File: config.mk
export PLATFORM = sky130hd
export DESIGN_NAME = hazard_stall_ctrl
export DESIGN_NICKNAME = d
export VERILOG_FILES = /design/src/rtl/hazard_stall_ctrl_pkg.sv /design/src/rtl/hazard_stall_ctrl_tuse_decode.sv /design/src/rtl/hazard_stall_ctrl.sv
export SDC_FILE = /design/constraint.sdc
export NUM_CORES = 1
export LEC_CHECK = 0
export ABC_AREA = 1
export CAP_MARGIN = 10
export CELL_PAD_IN_SITES_DETAIL_PLACEMENT = 1
export CELL_PAD_IN_SITES_GLOBAL_PLACEMENT = 2
export CORE_MARGIN = 5
export CORE_UTILIZATION = 25
export CTS_CLUSTER_DIAMETER = 80
export CTS_CLUSTER_SIZE = 25
export DETAILED_ROUTE_END_ITERATION = 10
export GPL_ROUTABILITY_DRIVEN = 1
export PLACE_DENSITY = 0.95
export SETUP_SLACK_MARGIN = 0.4
export SYNTH_ARGS = -nofsm -noshare
export SYNTH_HDL_FRONTEND = slang
export SYNTH_HIERARCHICAL = 1
export SYNTH_SLANG_ARGS = --single-unit
File: constraint.sdc
create_clock -name clk -period 6.19 [get_ports clk]
set_input_delay 1.238 -clock clk [delete_from_list [all_inputs] [get_ports clk]]
set_output_delay 1.238 -clock clk [all_outputs]
set_load 0.01 [all_outputs]
File: src/rtl/hazard_stall_ctrl_pkg.sv
// ---------------------------------------------------------------------------
// hazard_stall_ctrl_pkg
//   Shared constants for the D-stage hazard unit: MIPS opcode/funct codes,
//   the Tuse "register not read" marker, forwarding-select encodings, and
//   the saturating Tnew decrement used when a producer advances a stage.
// ---------------------------------------------------------------------------
package hazard_stall_ctrl_pkg;

  typedef logic [1:0] tuse_t;
  typedef logic [1:0] tnew_t;

  // Tuse value meaning "this operand is not read by the instruction".
  localparam tuse_t TUSE_NONE = 2'b11;

  // D-stage operand source selects.
  typedef enum logic [1:0] {
    FWD_GRF = 2'b00,
    FWD_M   = 2'b01,
    FWD_W   = 2'b10
  } fwd_sel_e;

  // Default mult/div latencies.
  localparam int MULT_CYC_DEF = 5;
  localparam int DIV_CYC_DEF  = 10;

  // Primary opcodes.
  localparam logic [5:0] OP_SPECIAL = 6'h00;
  localparam logic [5:0] OP_BEQ     = 6'h04;
  localparam logic [5:0] OP_ADDI    = 6'h08;
  localparam logic [5:0] OP_ADDIU   = 6'h09;
  localparam logic [5:0] OP_SLTI    = 6'h0a;
  localparam logic [5:0] OP_SLTIU   = 6'h0b;
  localparam logic [5:0] OP_ANDI    = 6'h0c;
  localparam logic [5:0] OP_ORI     = 6'h0d;
  localparam logic [5:0] OP_XORI    = 6'h0e;
  localparam logic [5:0] OP_LUI     = 6'h0f;
  localparam logic [5:0] OP_LB      = 6'h20;
  localparam logic [5:0] OP_LH      = 6'h21;
  localparam logic [5:0] OP_LW      = 6'h23;
  localparam logic [5:0] OP_LBU     = 6'h24;
  localparam logic [5:0] OP_LHU     = 6'h25;
  localparam logic [5:0] OP_SB      = 6'h28;
  localparam logic [5:0] OP_SH      = 6'h29;
  localparam logic [5:0] OP_SW      = 6'h2b;

  // SPECIAL funct codes.
  localparam logic [5:0] FN_JR    = 6'h08;
  localparam logic [5:0] FN_MFHI  = 6'h10;
  localparam logic [5:0] FN_MTHI  = 6'h11;
  localparam logic [5:0] FN_MFLO  = 6'h12;
  localparam logic [5:0] FN_MTLO  = 6'h13;
  localparam logic [5:0] FN_MULT  = 6'h18;
  localparam logic [5:0] FN_MULTU = 6'h19;
  localparam logic [5:0] FN_DIV   = 6'h1a;
  localparam logic [5:0] FN_DIVU  = 6'h1b;
  localparam logic [5:0] FN_ADD   = 6'h20;
  localparam logic [5:0] FN_ADDU  = 6'h21;
  localparam logic [5:0] FN_SUB   = 6'h22;
  localparam logic [5:0] FN_SUBU  = 6'h23;
  localparam logic [5:0] FN_AND   = 6'h24;
  localparam logic [5:0] FN_OR    = 6'h25;
  localparam logic [5:0] FN_XOR   = 6'h26;
  localparam logic [5:0] FN_NOR   = 6'h27;
  localparam logic [5:0] FN_SLT   = 6'h2a;
  localparam logic [5:0] FN_SLTU  = 6'h2b;

  // Tnew one stage later: counts down to 0 and stays there.
  function automatic tnew_t sat_dec(input tnew_t t);
    return (t == 2'b00) ? 2'b00 : t - 2'b01;
  endfunction

endpackage

File: src/rtl/hazard_stall_ctrl_tuse_decode.sv
// ---------------------------------------------------------------------------
// tuse_decode
//   Combinational decode of the D-stage instruction into the cycle in which
//   each source register is first needed (Tuse), plus a flag for the
//   HI/LO-class instructions that must wait for the mult/div unit.
// Ports
//   opcode   in  6  instr[31:26]
//   funct    in  6  instr[5:0]
//   tuse_rs  out 2  Tuse of rs, TUSE_NONE if rs is not read
//   tuse_rt  out 2  Tuse of rt, TUSE_NONE if rt is not read
//   is_md    out 1  mult/multu/div/divu/mfhi/mflo/mthi/mtlo
// ---------------------------------------------------------------------------
module tuse_decode
  import hazard_stall_ctrl_pkg::*;
(
  input  logic [5:0] opcode,
  input  logic [5:0] funct,
  output tuse_t      tuse_rs,
  output tuse_t      tuse_rt,
  output logic       is_md
);

  always_comb begin
    // NOTE: every output gets a default before the case so that no path
    // leaves a value unassigned, which would otherwise infer a latch.
    tuse_rs = TUSE_NONE;
    tuse_rt = TUSE_NONE;
    is_md   = 1'b0;

    case (opcode)
      OP_SPECIAL: begin
        case (funct)
          FN_ADD, FN_ADDU, FN_SUB, FN_SUBU,
          FN_AND, FN_OR, FN_XOR, FN_NOR, FN_SLT, FN_SLTU: begin
            tuse_rs = 2'd1;
            tuse_rt = 2'd1;
          end
          FN_MULT, FN_MULTU, FN_DIV, FN_DIVU: begin
            tuse_rs = 2'd1;
            tuse_rt = 2'd1;
            is_md   = 1'b1;
          end
          FN_MTHI, FN_MTLO: begin
            tuse_rs = 2'd1;
            is_md   = 1'b1;
          end
          // mfhi/mflo read no GPR but still depend on HI/LO.
          FN_MFHI, FN_MFLO: is_md = 1'b1;
          // jr resolves its target in D.
          FN_JR: tuse_rs = 2'd0;
          default: ;
        endcase
      end
      OP_BEQ: begin
        tuse_rs = 2'd0;
        tuse_rt = 2'd0;
      end
      OP_ADDI, OP_ADDIU, OP_SLTI, OP_SLTIU, OP_ANDI, OP_ORI, OP_XORI, OP_LUI,
      OP_LB, OP_LH, OP_LW, OP_LBU, OP_LHU:
        tuse_rs = 2'd1;
      // Store data is only needed when the store reaches M.
      OP_SB, OP_SH, OP_SW: begin
        tuse_rs = 2'd1;
        tuse_rt = 2'd2;
      end
      default: ;
    endcase
  end

endmodule

File: src/rtl/hazard_stall_ctrl.sv
// ---------------------------------------------------------------------------
// hazard_stall_ctrl
//   D-stage hazard unit. Carries the E-stage producer (Tnew, destination)
//   through a shadow M/W pipe, compares against the D instruction's Tuse to
//   decide stalls and forwarding selects, and tracks mult/div busy time so
//   HI/LO-class instructions wait in D.
// Ports
//   clk          in   1   clock
//   reset        in   1   synchronous, active-high
//   instr_d      in   32  instruction in D
//   tnew_e       in   2   Tnew of the instruction in E
//   num_new_e    in   5   destination of the instruction in E, 0 = none
//   md_start_e   in   1   mult/div issuing in E this cycle
//   md_is_div_e  in   1   1 = div/divu, 0 = mult/multu
//   stall        out  1   freeze PC/D, bubble into E
//   fwd_rs_sel   out  2   rs source: 00 GRF, 01 M, 10 W
//   fwd_rt_sel   out  2   rt source, same encoding
//   md_busy      out  1   mult/div counter non-zero
// ---------------------------------------------------------------------------
module hazard_stall_ctrl
  import hazard_stall_ctrl_pkg::*;
#(
  parameter int MULT_CYC = MULT_CYC_DEF,
  parameter int DIV_CYC  = DIV_CYC_DEF
) (
  input  logic        clk,
  input  logic        reset,
  input  logic [31:0] instr_d,
  input  logic [1:0]  tnew_e,
  input  logic [4:0]  num_new_e,
  input  logic        md_start_e,
  input  logic        md_is_div_e,
  output logic        stall,
  output logic [1:0]  fwd_rs_sel,
  output logic [1:0]  fwd_rt_sel,
  output logic        md_busy
);

  localparam int CNT_W = $clog2(DIV_CYC + 1);

  logic [4:0] rs_d;
  logic [4:0] rt_d;
  tuse_t      tuse_rs;
  tuse_t      tuse_rt;
  logic       is_md;

  // Immediate/shamt bits play no part in hazard detection.
  logic       unused_instr_bits;

  tnew_t      tnew_m_q, tnew_m_d;
  logic [4:0] num_m_q,  num_m_d;
  logic [4:0] num_w_q,  num_w_d;
  logic [CNT_W-1:0] md_cnt_q, md_cnt_d;

  logic stall_rs;
  logic stall_rt;
  logic stall_md;

  assign rs_d              = instr_d[25:21];
  assign rt_d              = instr_d[20:16];
  assign unused_instr_bits = ^instr_d[15:6];

  tuse_decode u_tuse_decode (
    .opcode  (instr_d[31:26]),
    .funct   (instr_d[5:0]),
    .tuse_rs (tuse_rs),
    .tuse_rt (tuse_rt),
    .is_md   (is_md)
  );

  // Next state. The shadow pipe advances every cycle, stalls included:
  // while stalled, E carries a bubble with num_new_e = 0.
  always_comb begin
    tnew_m_d = sat_dec(tnew_e);
    num_m_d  = num_new_e;
    num_w_d  = num_m_q;

    md_cnt_d = md_cnt_q;
    if (md_start_e) begin
      md_cnt_d = md_is_div_e ? CNT_W'(DIV_CYC) : CNT_W'(MULT_CYC);
    end else if (md_cnt_q != '0) begin
      md_cnt_d = md_cnt_q - CNT_W'(1);
    end
  end

  always_ff @(posedge clk) begin
    // NOTE: state registers use non-blocking assignments so every flop
    // samples its _d value from the same pre-edge snapshot.
    // NOTE: reset is synchronous; it only takes effect on a clock edge.
    if (reset) begin
      tnew_m_q <= '0;
      num_m_q  <= '0;
      num_w_q  <= '0;
      md_cnt_q <= '0;
    end else begin
      tnew_m_q <= tnew_m_d;
      num_m_q  <= num_m_d;
      num_w_q  <= num_w_d;
      md_cnt_q <= md_cnt_d;
    end
  end

  // A producer stalls the reader if its result is still further away than
  // the reader's deadline. Register 0 is never a real dependency.
  function automatic logic data_hazard(input logic [4:0] r, input tuse_t tuse);
    logic hit_e;
    logic hit_m;
    hit_e = (num_new_e == r) && (tnew_e > tuse);
    hit_m = (num_m_q == r) && (tnew_m_q > tuse);
    return (r != 5'd0) && (tuse != TUSE_NONE) && (hit_e || hit_m);
  endfunction

  // M only forwards once its value is ready; W always holds a final value.
  function automatic fwd_sel_e fwd_select(input logic [4:0] r);
    fwd_sel_e sel;
    sel = FWD_GRF;
    if (r != 5'd0) begin
      if ((num_m_q == r) && (tnew_m_q == 2'd0)) begin
        sel = FWD_M;
      end else if (num_w_q == r) begin
        sel = FWD_W;
      end
    end
    return sel;
  endfunction

  always_comb begin
    stall_rs = data_hazard(rs_d, tuse_rs);
    stall_rt = data_hazard(rt_d, tuse_rt);
    // The start cycle counts as busy: the counter has not loaded yet.
    stall_md = is_md && ((md_cnt_q != '0) || md_start_e);

    stall      = stall_rs || stall_rt || stall_md;
    fwd_rs_sel = fwd_select(rs_d);
    fwd_rt_sel = fwd_select(rt_d);
    md_busy    = (md_cnt_q != '0);
  end

endmodule

==> metrics.md <==
| Metric | Value |
|---|---|
| Clock insertion delay at the later pin of the skew report | 0.25 ns |
| R2R Path End | md_cnt_q[1] |
| Max transition margin | 60.4% |
| Worst Reg-to-Reg Cells | 5 |
| Placed cell area | 1960 um2 |
| Total grt overflow | 0 |
| CTS tree | yes |
| Iter 0 DRT Violations | 32 |
| Most common cell after layout, fill and taps aside | nand2_1 |
| Number of global-route vias before repair | 1631 |
| Critical path endpoint category | output port |
| CP Data Required Time | 4.95 ns |
| Chip Width | 87.2 um |
| CTS buffer count | 3 |
| Post-synth EDFFs | 0 |
| Worst vdd ir | 0.0858 mV |
| PortBufs | 38 |
| Ports | 49 |
| Row count | 28 |
| Tcrit/Tclk final | 82.4% |
| Worst Path Arrival | 3.87 ns |
| Via-to-Cell Ratio | 4.26 |
| Clk root buf | clkbuf_8 |
| DRC Markers | 0 |
| Final Instance Count excl. Fillers | 359 |
| Yosys warns | 6 |
| Crit path max fanout | 4 |
| Cells after Synth | 243 |
| Hold Crit Class | flip-flop to flip-flop |
| Crit path largest cell delay | 0.54 ns |
| Post-CTS sizing | 0 |
| Synthesized cell area | 1490 um2 |
| CP startpoint | instr_d[27] |
| Overall routing resource usage | 12.1% |
| Number of setup buffers added after CTS | 0 |
| Final nets | 339 |
| Yosys top cell area share | 21.5% |
| Die area | 7600 um2 |
| Share of layout cells above drive strength 1 | 4.93% |
| Syn Nets | 297 |
| Fin crit period | 5.10 ns |
| Critical path start-end classification | input port to output port |
| Initial Util | 25.4% |
| Area Overhead vs Synth | 35.3% |
| Primary FF master, synth | dfxtp_1 |
| DRT antenna net count | 0 |
| RSZ-0062 raised after global routing | no |
| # diodes | 0 |
| Fillcell total | 770 |
| Area leader, netlist | dfxtp_1 |
| Crit path to | stall |
| Hold_buf cts | 0 |
| CP Launch Type | input port |
| H-tree depth | 1 |
| Syn avg cell area | 6.13 um2 |
| Cells taking the most area after synthesis | dfxtp_1 (22%), nand2_1 (14%), inv_1 (12%), ha_1 (9.2%), nor2_1 (7.3%) |
| Seq/Total Area, Yosys | 21.5% |
| Power Density | 157 nW/um2 |
| CTS max path bufs | 2 |
| HPWL Detailed | 3630 um |
| Setup Skew | 0.00524 ns |
| Reg2reg start | md_cnt_q[0] |
| Slew @ Worst Pin | 0.593 ns |
| Commonest cells after routing, fill and taps aside | nand2_1 (57), inv_1 (49), clkdlybuf4s50_1 (38) |
| Placer Congestion | 0.770 |
| CP bufs+invs | 2 |
| Die Y-Extent | 87.2 um |
| F_max | 196 MHz |
| Max-cap violations | 0 |
| Worst-path clk slew | 0.07 ns |
| First-pass GRT wire length | 7310 um |
| Clk sink count | 16 |
| Core Region | 5850 um2 |
| Pre-Repair DR Iteration Count | 4 |
| Crit path depth | 13 |
| Hold Vio Cnt, Final | 0 |
| Slew Viols, Final | 0 |
| DRT Wirelength | 4160 um |
| Initial antenna violation count | 0 |
| Setup TNS | 0 ns |
| FF-to-FF setup slack | 4.86 ns |
| CP max stage cell | clkdlybuf4s50_1 |
| Outcome | finished, final reports clean |
| Leakage power | 0.00102 uW |
| Final setup fails | 0 |
| Via count | 1531 |
| Worst path cell trace | clkdlybuf4s50_1, nor2_4, nand3_2, o21ai_0, ha_1, nand2_1, o21ai_0, nor2_1, nand3_1, nand2_1, nand2_1, nand3_1, clkdlybuf4s50_1 |
| Top cell by count, worst path | nand2_1 |
| Final Cell Area | 2010 um2 |
| Register bit total from synthesis | 16 |
| Crit path max-delay family | buffers and inverters |
| Inst Count DP | 355 |
| Library cells used by synthesis | 24 |
| Pin count of the biggest net entering global routing | 15 |
| FFs w/ async S/R, synth | 0% |
| DR WL/cell | 11.6 um |
-- sequential cells by signal, summed over array words and instances, names as in the netlist --
signal / cells
num_m_q: 5
num_w_q: 5
md_cnt_q: 4
tnew_m_q: 2
-- power breakdown --
| part | leakage (uW) | internal (uW) | switching [uW] |
|---|---|---|---|
| sequential | 0.000133 | 111 | 5.58 |
| clock | 0.0000288 | 56.4 | 37.4 |
| combinational | 0.000856 | 50.3 | 54.9 |
| total | 0.00102 | 217 | 97.9 |
-- cells in the mapped netlist, drive strengths merged, types with 2 or more instances --
master	instances
inv	50
a21oi	7
nor4	2
nand3	15
xor2	12
nand4	8
dfxtp	16
nand2	57
nor3	8
ha	11
or2	2
o21ai	9
nor2	34
xnor2	7
-- logic make-up after synthesis --
kind of cell	after synthesis	share of synthesized area, %
and+or+nand+nor	127	38.3
buffers and inverters	51	12.9
AOI/OAI and AO/OA	19	6.89
xor gates and xnor gates	19	11.2
DFF	16	21.5
adders and majority gates	11	9.24
-- layout make-up --
cell class / count / area (um2) / area share, %
multi-input cells: 176 / 977 / 48.5
repair buffers: 38 / 380 / 18.9
flip-flops and latches: 16 / 320 / 15.9
inverters: 50 / 188 / 9.32
well taps: 75 / 93.8 / 4.66
clock buffers: 4 / 55.1 / 2.73
-- worst min-delay path by stage --
stage | to | cells after the start | startpoint | slack [ns]
final | num_w_q[4] | 2 | num_m_q[4] | 0.47
after global routing | num_w_q[1] | 2 | num_m_q[1] | 0.52
after CTS | num_w_q[0] | 2 | num_m_q[0] | 0.47
after detailed placement | num_w_q[0] | 2 | num_m_q[0] | 0.46
after global placement | num_w_q[0] | 2 | num_m_q[0] | 0.46
after floorplan | num_w_q[0] | 2 | num_m_q[0] | 0.44
-- worst min-delay path, stage by stage (launching register included) --
cell and delay (ns):
dfxtp_1 0.34, inv_1 0.06, nor2_1 0.03
-- metrics by stage --
step | power [uW] | utilization (%) | setup WS [ns] | hold slack, ns
floorplan | 177 | - | 2.42 | 0.439
global placement | 223 | 33.5 | 1.08 | 0.456
detailed placement | 226 | 33.5 | 1.08 | 0.460
CTS | 323 | 34.4 | 1.07 | 0.473
global route | 339 | 34.4 | 0.778 | 0.520
finish | 315 | 34.4 | 1.09 | 0.471
-- layer usage --
layer | track usage, % | wire length, um
met1 | 15.1 | 1980
met2 | 21.5 | 1980
met3 | 1.42 | 143
met4 | 4.18 | 55
met5 | 0 | 0
No activity file was read; power rests on OpenSTA's default activity.
